[config.mk]
export PLATFORM = sky130hd
export DESIGN_NAME = data_store_serializer
export DESIGN_NICKNAME = d
export VERILOG_FILES = /design/src/rtl/data_store_serializer_pkg.sv /design/src/rtl/data_store_serializer.sv
export SDC_FILE = /design/constraint.sdc
export NUM_CORES = 1
export LEC_CHECK = 0
export ABC_AREA = 1
export ABC_CLOCK_PERIOD_IN_PS = 1950
export CAP_MARGIN = 20
export CORE_ASPECT_RATIO = 0.75
export CORE_MARGIN = 5
export CORE_UTILIZATION = 50
export CTS_BUF_LIST = sky130_fd_sc_hd__clkbuf_4
export CTS_CLUSTER_SIZE = 25
export DETAILED_ROUTE_END_ITERATION = 6
export PLACE_DENSITY = 0.86
export SLEW_MARGIN = 0
export SYNTH_ARGS = -nofsm -noshare
export SYNTH_HDL_FRONTEND = slang
export SYNTH_SLANG_ARGS = --single-unit
[constraint.sdc]
create_clock -name Clock -period 1.95 [get_ports Clock]
set_clock_uncertainty 0.05 [all_clocks]
set_input_delay 0.39 -clock Clock [delete_from_list [all_inputs] [get_ports Clock]]
set_output_delay 0.39 -clock Clock [all_outputs]
set_load 0.01 [all_outputs]
[src/rtl/data_store_serializer_pkg.sv]
// Shared encodings for the store serializer: FSM states, store size codes,
// byte-order codes and the size/alignment helpers used when a store is accepted.
package data_store_serializer_pkg;

    typedef enum logic [1:0] {
        ST_IDLE  = 2'b00,
        ST_WRITE = 2'b01,
        ST_DONE  = 2'b10
    } state_t;

    localparam logic [1:0] SZ_BYTE = 2'b00;
    localparam logic [1:0] SZ_HALF = 2'b01;
    localparam logic [1:0] SZ_WORD = 2'b10;

    localparam logic ORD_LE = 1'b0;
    localparam logic ORD_BE = 1'b1;

    // Number of bytes moved by a store; code 2'b11 is treated as a full word.
    function automatic logic [2:0] size_bytes(input logic [1:0] size);
        case (size)
            SZ_BYTE: size_bytes = 3'd1;
            SZ_HALF: size_bytes = 3'd2;
            default: size_bytes = 3'd4;
        endcase
    endfunction

    // Big-endian stores left-justify the low bytes so the first byte sent is
    // always in [31:24]; little-endian stores send from [7:0] unchanged.
    function automatic logic [31:0] align_word(input logic [31:0] data,
                                               input logic [1:0]  size,
                                               input logic        order);
        if (order == ORD_LE) begin
            align_word = data;
        end else begin
            case (size)
                SZ_BYTE: align_word = data << 24;
                SZ_HALF: align_word = data << 16;
                default: align_word = data;
            endcase
        end
    endfunction

endpackage

[src/rtl/data_store_serializer.sv]
// Store serializer: writes a captured 32-bit word to a byte-wide memory port,
// one byte per beat accepted with MemReady, in little- or big-endian order.
module data_store_serializer
    import data_store_serializer_pkg::*;
#(
    parameter int ADDR_W = 8
) (
    input  logic              Clock,
    input  logic              Reset,
    input  logic              Start,
    input  logic [31:0]       Data,
    input  logic [ADDR_W-1:0] Addr,
    input  logic [1:0]        Size,
    input  logic              Order,
    input  logic              MemReady,
    output logic [7:0]        ByteOut,
    output logic [ADDR_W-1:0] Address,
    output logic              WrEn,
    output logic              Busy,
    output logic              Done
);

    // state | meaning
    // IDLE  | waiting for Start; captures the store when it arrives
    // WRITE | presenting bytes; advances on each MemReady beat
    // DONE  | one-cycle completion pulse, then back to IDLE

    state_t            state_q, state_d;
    logic [31:0]       shift_q;
    logic [2:0]        cnt_q;
    logic [ADDR_W-1:0] addr_q;
    logic              order_q;
    logic              load;
    logic              advance;

    // State register.
    always_ff @(posedge Clock or negedge Reset) begin
        if (!Reset) begin
            state_q <= ST_IDLE;
        end else begin
            state_q <= state_d;
        end
    end

    // Next-state logic and state-decoded handshake outputs.
    always_comb begin
        state_d = state_q;
        load    = 1'b0;
        advance = 1'b0;
        WrEn    = 1'b0;
        Busy    = 1'b0;
        Done    = 1'b0;
        case (state_q)
            ST_IDLE: begin
                if (Start) begin
                    load    = 1'b1;
                    state_d = ST_WRITE;
                end
            end
            ST_WRITE: begin
                WrEn = 1'b1;
                Busy = 1'b1;
                if (MemReady) begin
                    advance = 1'b1;
                    if (cnt_q == 3'd1) begin
                        state_d = ST_DONE;
                    end
                end
            end
            ST_DONE: begin
                Busy    = 1'b1;
                Done    = 1'b1;
                state_d = ST_IDLE;
            end
            default: state_d = ST_IDLE;
        endcase
    end

    // Datapath: capture on accepted Start, shift/count/step address per beat.
    always_ff @(posedge Clock or negedge Reset) begin
        if (!Reset) begin
            shift_q <= 32'd0;
            cnt_q   <= 3'd0;
            addr_q  <= '0;
            order_q <= ORD_LE;
        end else if (load) begin
            shift_q <= align_word(Data, Size, Order);
            cnt_q   <= size_bytes(Size);
            addr_q  <= Addr;
            order_q <= Order;
        end else if (advance) begin
            shift_q <= (order_q == ORD_BE) ? (shift_q << 8) : (shift_q >> 8);
            cnt_q   <= cnt_q - 3'd1;
            addr_q  <= addr_q + 1'b1;
        end
    end

    // The byte lane is only driven while a write is in progress.
    always_comb begin
        ByteOut = 8'd0;
        if (state_q == ST_WRITE) begin
            ByteOut = (order_q == ORD_BE) ? shift_q[31:24] : shift_q[7:0];
        end
    end

    assign Address = addr_q;

endmodule

### Word level (Yosys, flattened, before mapping)

Cells that the tools add are included.

* multiplexer cells: 23
* reduce and logical (&&, ||, !) cells: 5
* equality and inequality tests: 7
* $add $sub $neg: 2

Operators by type and width (count)
* two-way mux 32 bit: 4
* one-hot mux 32 bit (2 select lines): 1
* two-way mux 8 bit: 4
* adder 8 x 1 -> 8 bit (second input constant): 1
* two-way mux 1 bit: 7
* two-way mux 2 bit: 3
* two-way mux 3 bit: 2
* != test 2 bit (second input constant): 3
* one-hot mux 3 bit (2 select lines): 1
* equality test 2 x 1 -> 1 bit (second input constant): 2
* logical NOT 2 bit: 2
* one-hot mux 2 bit (2 select lines): 1
* equality test 3 x 1 -> 1 bit (second input constant): 1
* AND reduction 3 bit: 1
* subtractor 3 x 1 -> 3 bit (second input constant): 1
* equality test 2 bit (second input constant): 1
* nonzero test 2 bit: 1
* OR reduction 2 bit: 1

* bits of input ports: 47
* flip-flop bits (word level): 46

### Longest topological paths before layout

Gate-level depths: netlist of run 1.

* depth after elaboration: 4
* depth in mapped cells: 9

### Least setup slack after synthesis of run 1

Ideal clock, no wire load.

* path type: register to output
* start: register state_q[1]
* end: output port ByteOut[0]
* buffers on the path: 0
* arrival: 1161 ps
* required time: 1510 ps
* stages on the path, launching flop included: 5
* path slack: 349 ps
* cells stage by stage: dfrtp_1 -> inv_1 -> ha_1 -> o21ai_0 -> a21oi_1

* longest elaborated chain between the ends: 2

RTL lines
* from (decl): RTL line data_store_serializer.sv:28 `state_t state_q, state_d;`
* from (signal assigned): RTL line data_store_serializer.sv:41 `state_q <= state_d;`
* equality test 2 x 1 -> 1 bit: RTL line data_store_serializer.sv:101 `if (state_q == ST_WRITE) begin`
* two-way mux 8 bit: RTL line data_store_serializer.sv:101
* to (decl): RTL line data_store_serializer.sv:16 `output logic [7:0] ByteOut,`

No other way between the ends.

### Final worst setup path of run 1

* start: register state_q[1]
* end: output port ByteOut[2]

Same word-level chain as after synthesis.

==> flow_summary.json, run 1 <==
{
  "yosys-top-cells-area": "dfrtp_1 37%, nand2_1 16%, o21ai_0 7.3%, nor2_1 7.1%, a21oi_1 4.7%",
  "p_sw_mw": 2.88,
  "slew_viol_final": 0,
  "syn_to_final_growth_pct": 32.4,
  "rsz0062_at_grt": "true",
  "tightest_slew_ps": 604,
  "relSlewSlack_pct": 59.7,
  "viasPerCell": 5.60,
  "synth_edf_count": 0,
  "fmax_mhz": 518,
  "syn-num-nets": 494,
  "drc": 0,
  "grt-ovfl-total": 0,
  "place.detailed.instances": 585,
  "worstPathMaxFanout": 5,
  "arrival_ps": 1490,
  "p_sw_share_pct": 45.7,
  "rows": 24,
  "worstPathRequired_ps": 1510,
  "die_area_sq_um": 7830,
  "vias": 3372,
  "path_cells": "inv_2, ha_4, buf_8, o21ai_1, a21oi_1, buf_2",
  "yosysWarnings": 0,
  "cp_slowest_stage_delay_ps": 410,
  "pwr-share-seq_pct": 28.9,
  "synth.largest_area_cell": "dfrtp_1",
  "min_period_over_period_pct": 99.1,
  "fin_area_sq_um": 4070,
  "synth-main-ff-cell": "dfrtp_1",
  "clk_latency_ps": 380,
  "p_clk_share_pct": 11.5,
  "cts.sinks": 46,
  "seq_area_sq_um": 1150,
  "track_usage_pct": 24.0,
  "synth-seq-cells": 46,
  "antenna_cells": 0,
  "final_hold_viol_count": 0,
  "grt_max_degree": 47,
  "finalCriticalPeriod_ps": 1930,
  "status": "completed",
  "p_per_area_nw_per_um2": 1550,
  "crit_path_end_kind": "output port",
  "initial_core_util_pct": 52.2,
  "nets": 578,
  "cts_buffers": 5,
  "n_fill_cell": 502,
  "synth-async-reset-ratio_pct": 100,
  "fin_cells": 602,
  "synth_area_per_cell_sq_um": 7.00,
  "final_util_pct": 69.1,
  "netlist_area_sq_um": 3070,
  "drv_cap": 0,
  "crit_type": "register to output port",
  "h-tree-depth": 2,
  "finalSetupViolations": 0,
  "hold_slack_ps": 450,
  "final_common_cell": "nand2_1",
  "core_sq_um": 5890,
  "slowest_stage": "dfrtp_1",
  "ios": 66,
  "syn_inst": 439,
  "gp_congestion": 0.882,
  "synth_top_area_share_pct": 37.5,
  "placed_cell_area_sq_um": 3860,
  "ctsRootBufferMaster": "clkbuf_4",
  "detail_route.wl_per_cell_microns": 15.6,
  "drive_above_1_share_pct": 14.9,
  "die_w_microns": 101,
  "cts.clk_slew.worst_paths_ps": 140,
  "drt.antenna.violating_nets": 0,
  "internal-power_mw": 3.42,
  "startpoint_type": "register",
  "first_pass_iters": 6,
  "cts_tree": "done",
  "mostFrequentLayoutCells": "133 x nand2_1, 57 x nor2_1, 53 x clkdlybuf4s50_1",
  "die_h_microns": 77.9,
  "antenna_found_initial": 0,
  "grt_pass1_vias": 3200,
  "drtIter0Drc": 294,
  "dpl.hpwl_mm": 6.52,
  "grt_pass1_wl_mm": 15.2,
  "multi_input_area_sq_um": 1640,
  "crit_family": "flip-flops",
  "hold_class": "primary input to asynchronous set/reset pin",
  "cts.path.max_buffers": 2,
  "p_comb_share_pct": 59.6,
  "crit_buf_inv": 3,
  "p_leak_nw": 1.90,
  "irDropWorstVdd_uv": 662,
  "wl_mm": 9.41,
  "yosysSeqAreaShare_pct": 37.5,
  "io_buffers": 65,
  "yosysUniqueCellTypes": 27
}
[stage by stage]
stage               setup WS [ps]  power [mW]  setup TNS, ps
finish                       18.1        6.29              0
global route                -74.4        6.80           -510
CTS                         -94.9        6.01           -296
detailed placement          -39.2        5.28           -197
global placement             17.9        5.12              0
floorplan                     349        4.07              0
[worst register-to-register path, cell delays in order, from the launching register on]
cell	delay [ps]
dfrtp_1	440
buf_4	160
inv_2	70
ha_2	220
nand2_4	110
buf_12	150
buf_4	180
o21ai_0	250
a21oi_1	120
[cell type report]
type | count | area share [%]
Multi-Input combinational cell | 334 | 40.4
Sequential cell | 46 | 28.3
Timing Repair Buffer | 100 | 22.9
Inverter | 36 | 3.51
Tap cell | 78 | 2.40
Clock inverter | 3 | 1.57
Clock buffer | 5 | 0.923
[power by group through the flow]
stage / combinational (mW) / clock, mW / sequential [mW]
final: 3.75 / 0.725 / 1.82
after global placement: 3.35 / 0 / 1.77
after detailed placement: 3.48 / 0 / 1.80
after global routing: 4.16 / 0.769 / 1.87
after floorplan: 2.33 / 0 / 1.74
after CTS: 3.50 / 0.732 / 1.78
[Yosys cell counts, types with 2 or more instances]
cell and number:
nand2_4 3, buf_12 2, nand2_1 133, clkbuf_1 2, o22ai_1 8, dfrtp_1 46
o211ai_1 12, nand4_1 2, nor2_4 2, inv_1 34, buf_2 9, o21ai_0 45
nand3_1 22, buf_6 9, nor2_1 58, o21ai_1 5, a21oi_1 29, nor2_2 2
ha_1 8
[path summary, 6_finish.rpt]
path / startpoint / endpoint / slack (ps) / cells past startpoint
setup / recovery: state_q[1]$_DFFE_PN0P_ / ByteOut[2] / 20 / 6
min in group Clock: shift_q[10]$_DFFE_PN0P_ / shift_q[10]$_DFFE_PN0P_ / 490 / 2
hold reg to reg: shift_q[10]$_DFFE_PN0P_ / shift_q[10]$_DFFE_PN0P_ / 490 / 2
max in group asynchronous: Reset / Address[7]$_DFFE_PN0P_ / 1130 / 3
setup reg to reg: state_q[0]$_DFFE_PN0P_ / Address[3]$_DFFE_PN0P_ / 90 / 8
hold / removal: Reset / shift_q[26]$_DFFE_PN0P_ / 450 / 3
[flip-flops by register name, indices dropped and copies added, names as in the netlist]
signal and count:
shift_q 32, cnt_q 3, Address 8, state_q 2
order_q 1
[metal layers]
layer	GRT usage, %	routed length, microns	vias to the layer above
li1	-	-	1595
met1	33.1	3930	1575
met2	37.1	4280	183
met3	5.73	1060	19
met4	8.21	141	0
met5	0	0	-
[what timing repair did]
item / in CTS / in global routing
endpoints found under the setup margin: 11 / 34
cloned: 1 / 0
gates resized for setup: 42 / 32
buffers inserted: 1 / 6
hold buffers: 1 / 0
pin swaps: 0 / 1
endpoints found under the hold margin: 46 / 0
[cell families after synthesis]
| logic type | count (synthesis) | synth area share [%] |
|---|---|---|
| AND/OR/NAND/NOR | 223 | 29.8 |
| AO/OA/AOI/OAI | 102 | 18.2 |
| buffers and inverters | 59 | 11.0 |
| flip-flops | 46 | 37.5 |
| adder cells (fa/ha/maj) | 8 | 3.26 |
| XOR/XNOR | 1 | 0.285 |
Note: power is estimated with default switching activity, not from simulation.
==> inputs of run 2 (changes only) <==
--- a/config.mk
+++ b/config.mk
@@ -15,6 +15,7 @@
 export CTS_CLUSTER_SIZE = 25
 export DETAILED_ROUTE_END_ITERATION = 6
 export PLACE_DENSITY = 0.86
+export RECOVER_POWER = 100
 export SLEW_MARGIN = 0
 export SYNTH_ARGS = -nofsm -noshare
 export SYNTH_HDL_FRONTEND = slang
==> run 2 against run 1 <==
Worst setup slack got worse by 8.2 ps; largest cell class unchanged; hold slack improved by 36 ps; sequential power barely moved; first-iteration DRC count rose by 11%; clock power barely moved; largest power group unchanged; highest routed layer unchanged.
==> flow_summary.json, run 2 (same netlist as run 1, synthesis figures left out) <==
{
  "final_common_cell": "nand2_1",
  "detail_route.wl_per_cell_microns": 15.7,
  "first_pass_iters": 5,
  "largest-register": "shift_q",
  "cts_tree": "done",
  "relSlewSlack_pct": 20.2,
  "p_per_area_nw_per_um2": 1550,
  "wl_mm": 9.47,
  "h-tree-depth": 2,
  "mostFrequentLayoutCells": "133 x nand2_1, 57 x nor2_1, 48 x clkdlybuf4s50_1",
  "antenna_cells": 0,
  "cts.clk_slew.worst_paths_ps": 150,
  "final_hold_viol_count": 0,
  "clk_latency_ps": 380,
  "arrival_ps": 1500,
  "ios": 66,
  "rsz0062_at_grt": "true",
  "status": "completed",
  "dpl.hpwl_mm": 6.52,
  "drc": 0,
  "p_leak_nw": 1.89,
  "viasPerCell": 5.61,
  "grt_pass1_vias": 3200,
  "finalCriticalPeriod_ps": 1940,
  "io_buffers": 65,
  "rows": 24,
  "nets": 578,
  "drv_cap": 0,
  "grt_pass1_wl_mm": 15.2,
  "irDropWorstVdd_uv": 660,
  "drive_above_1_share_pct": 14.1,
  "drtIter0Drc": 325,
  "finalSetupViolations": 0,
  "crit_buf_inv": 3,
  "fmax_mhz": 515,
  "core_sq_um": 5890,
  "path_cells": "inv_2, ha_4, buf_8, o21ai_1, a21oi_1, buf_2",
  "cts.sinks": 46,
  "min_period_over_period_pct": 99.5,
  "die_area_sq_um": 7830,
  "hold_class": "register to register",
  "syn_to_final_growth_pct": 31.4,
  "die_h_microns": 77.9,
  "cts_buffers": 5,
  "tightest_slew_ps": 1200,
  "track_usage_pct": 24.0,
  "cp_slowest_stage_delay_ps": 410,
  "antenna_found_initial": 0,
  "n_fill_cell": 508,
  "slew_viol_final": 0,
  "slowest_stage": "dfrtp_1",
  "final_util_pct": 68.6,
  "startpoint_type": "register",
  "cts.path.max_buffers": 2,
  "worstPathMaxFanout": 5,
  "crit_family": "flip-flops",
  "die_w_microns": 101,
  "ctsRootBufferMaster": "clkbuf_4",
  "setup_tns_ps": 0,
  "vias": 3380,
  "worstPathRequired_ps": 1510,
  "initial_core_util_pct": 52.2,
  "fin_total_pwr_mw": 6.25,
  "grt-ovfl-total": 0,
  "grt_max_degree": 47,
  "gp_congestion": 0.882,
  "crit_path_end_kind": "output port",
  "crit_type": "register to output port",
  "drt.antenna.violating_nets": 0,
  "largest_reg_flops": 32
}
run 2: path summary, 6_finish.rpt:
path | cells past startpoint | slack (ps) | startpoint | end
setup / recovery | 6 | 10 | state_q[1]$_DFFE_PN0P_ | ByteOut[2]
hold / removal | 2 | 490 | shift_q[11]$_DFFE_PN0P_ | shift_q[11]$_DFFE_PN0P_
setup reg to reg | 8 | 20 | state_q[0]$_DFFE_PN0P_ | Address[3]$_DFFE_PN0P_
hold reg to reg | 2 | 490 | shift_q[11]$_DFFE_PN0P_ | shift_q[11]$_DFFE_PN0P_
max in group asynchronous | 3 | 300 | Reset | Address[3]$_DFFE_PN0P_
min in group asynchronous | 3 | 820 | Reset | shift_q[26]$_DFFE_PN0P_
run 2: tightest hold or removal path: stages, from the launching register on:
cell and delay (ps):
dfrtp_1 400, nand2_1 60, nand2_1 60
run 2: area by class of cell:
class,count,area [sq um],share of cell area [%]
Inverter,36,143,3.53
Clock inverter,3,63.8,1.58
Timing Repair Buffer,100,903,22.4
Sequential cell,46,1150,28.5
Multi-Input combinational cell,334,1640,40.6
Clock buffer,5,37.5,0.930
Tap cell,78,97.6,2.42
run 2: layer usage:
layer,routed length [microns],track usage [%],part of all wire (%),up-vias
li1,-,-,-,1592
met1,4020,33.1,42,1576
met2,4370,37.1,46,187
met3,943,5.73,10,25
met4,143,8.21,1.5,0
met5,0,0,0,-
run 2: power breakdown:
| part | switching, mW | leakage (nW) | internal, mW |
|---|---|---|---|
| clock network | 0.333 | 0.0528 | 0.395 |
| logic | 2.17 | 1.29 | 1.54 |
| registers | 0.382 | 0.550 | 1.43 |
run 2: timing repair:
action | 4_1_cts | 5_1_grt
resized for setup | 42 | 32
setup buffers | 1 | 6
setup endpoints to repair | 11 | 34
hold buffers | 1 | 0
gates cloned | 1 | 0
pin swaps | 0 | 1
hold endpoints to repair | 46 | 0
run 2: per-stage QoR:
stage	hold WS (ps)	cell area [sq um]	instances	setup WS, ps
floorplan	44.4	3070	439	349
global placement	340	3860	585	17.9
detailed placement	343	3860	585	-39.2
CTS	472	3970	596	-94.9
global route	518	4040	602	-74.4
finish	486	4040	602	9.94
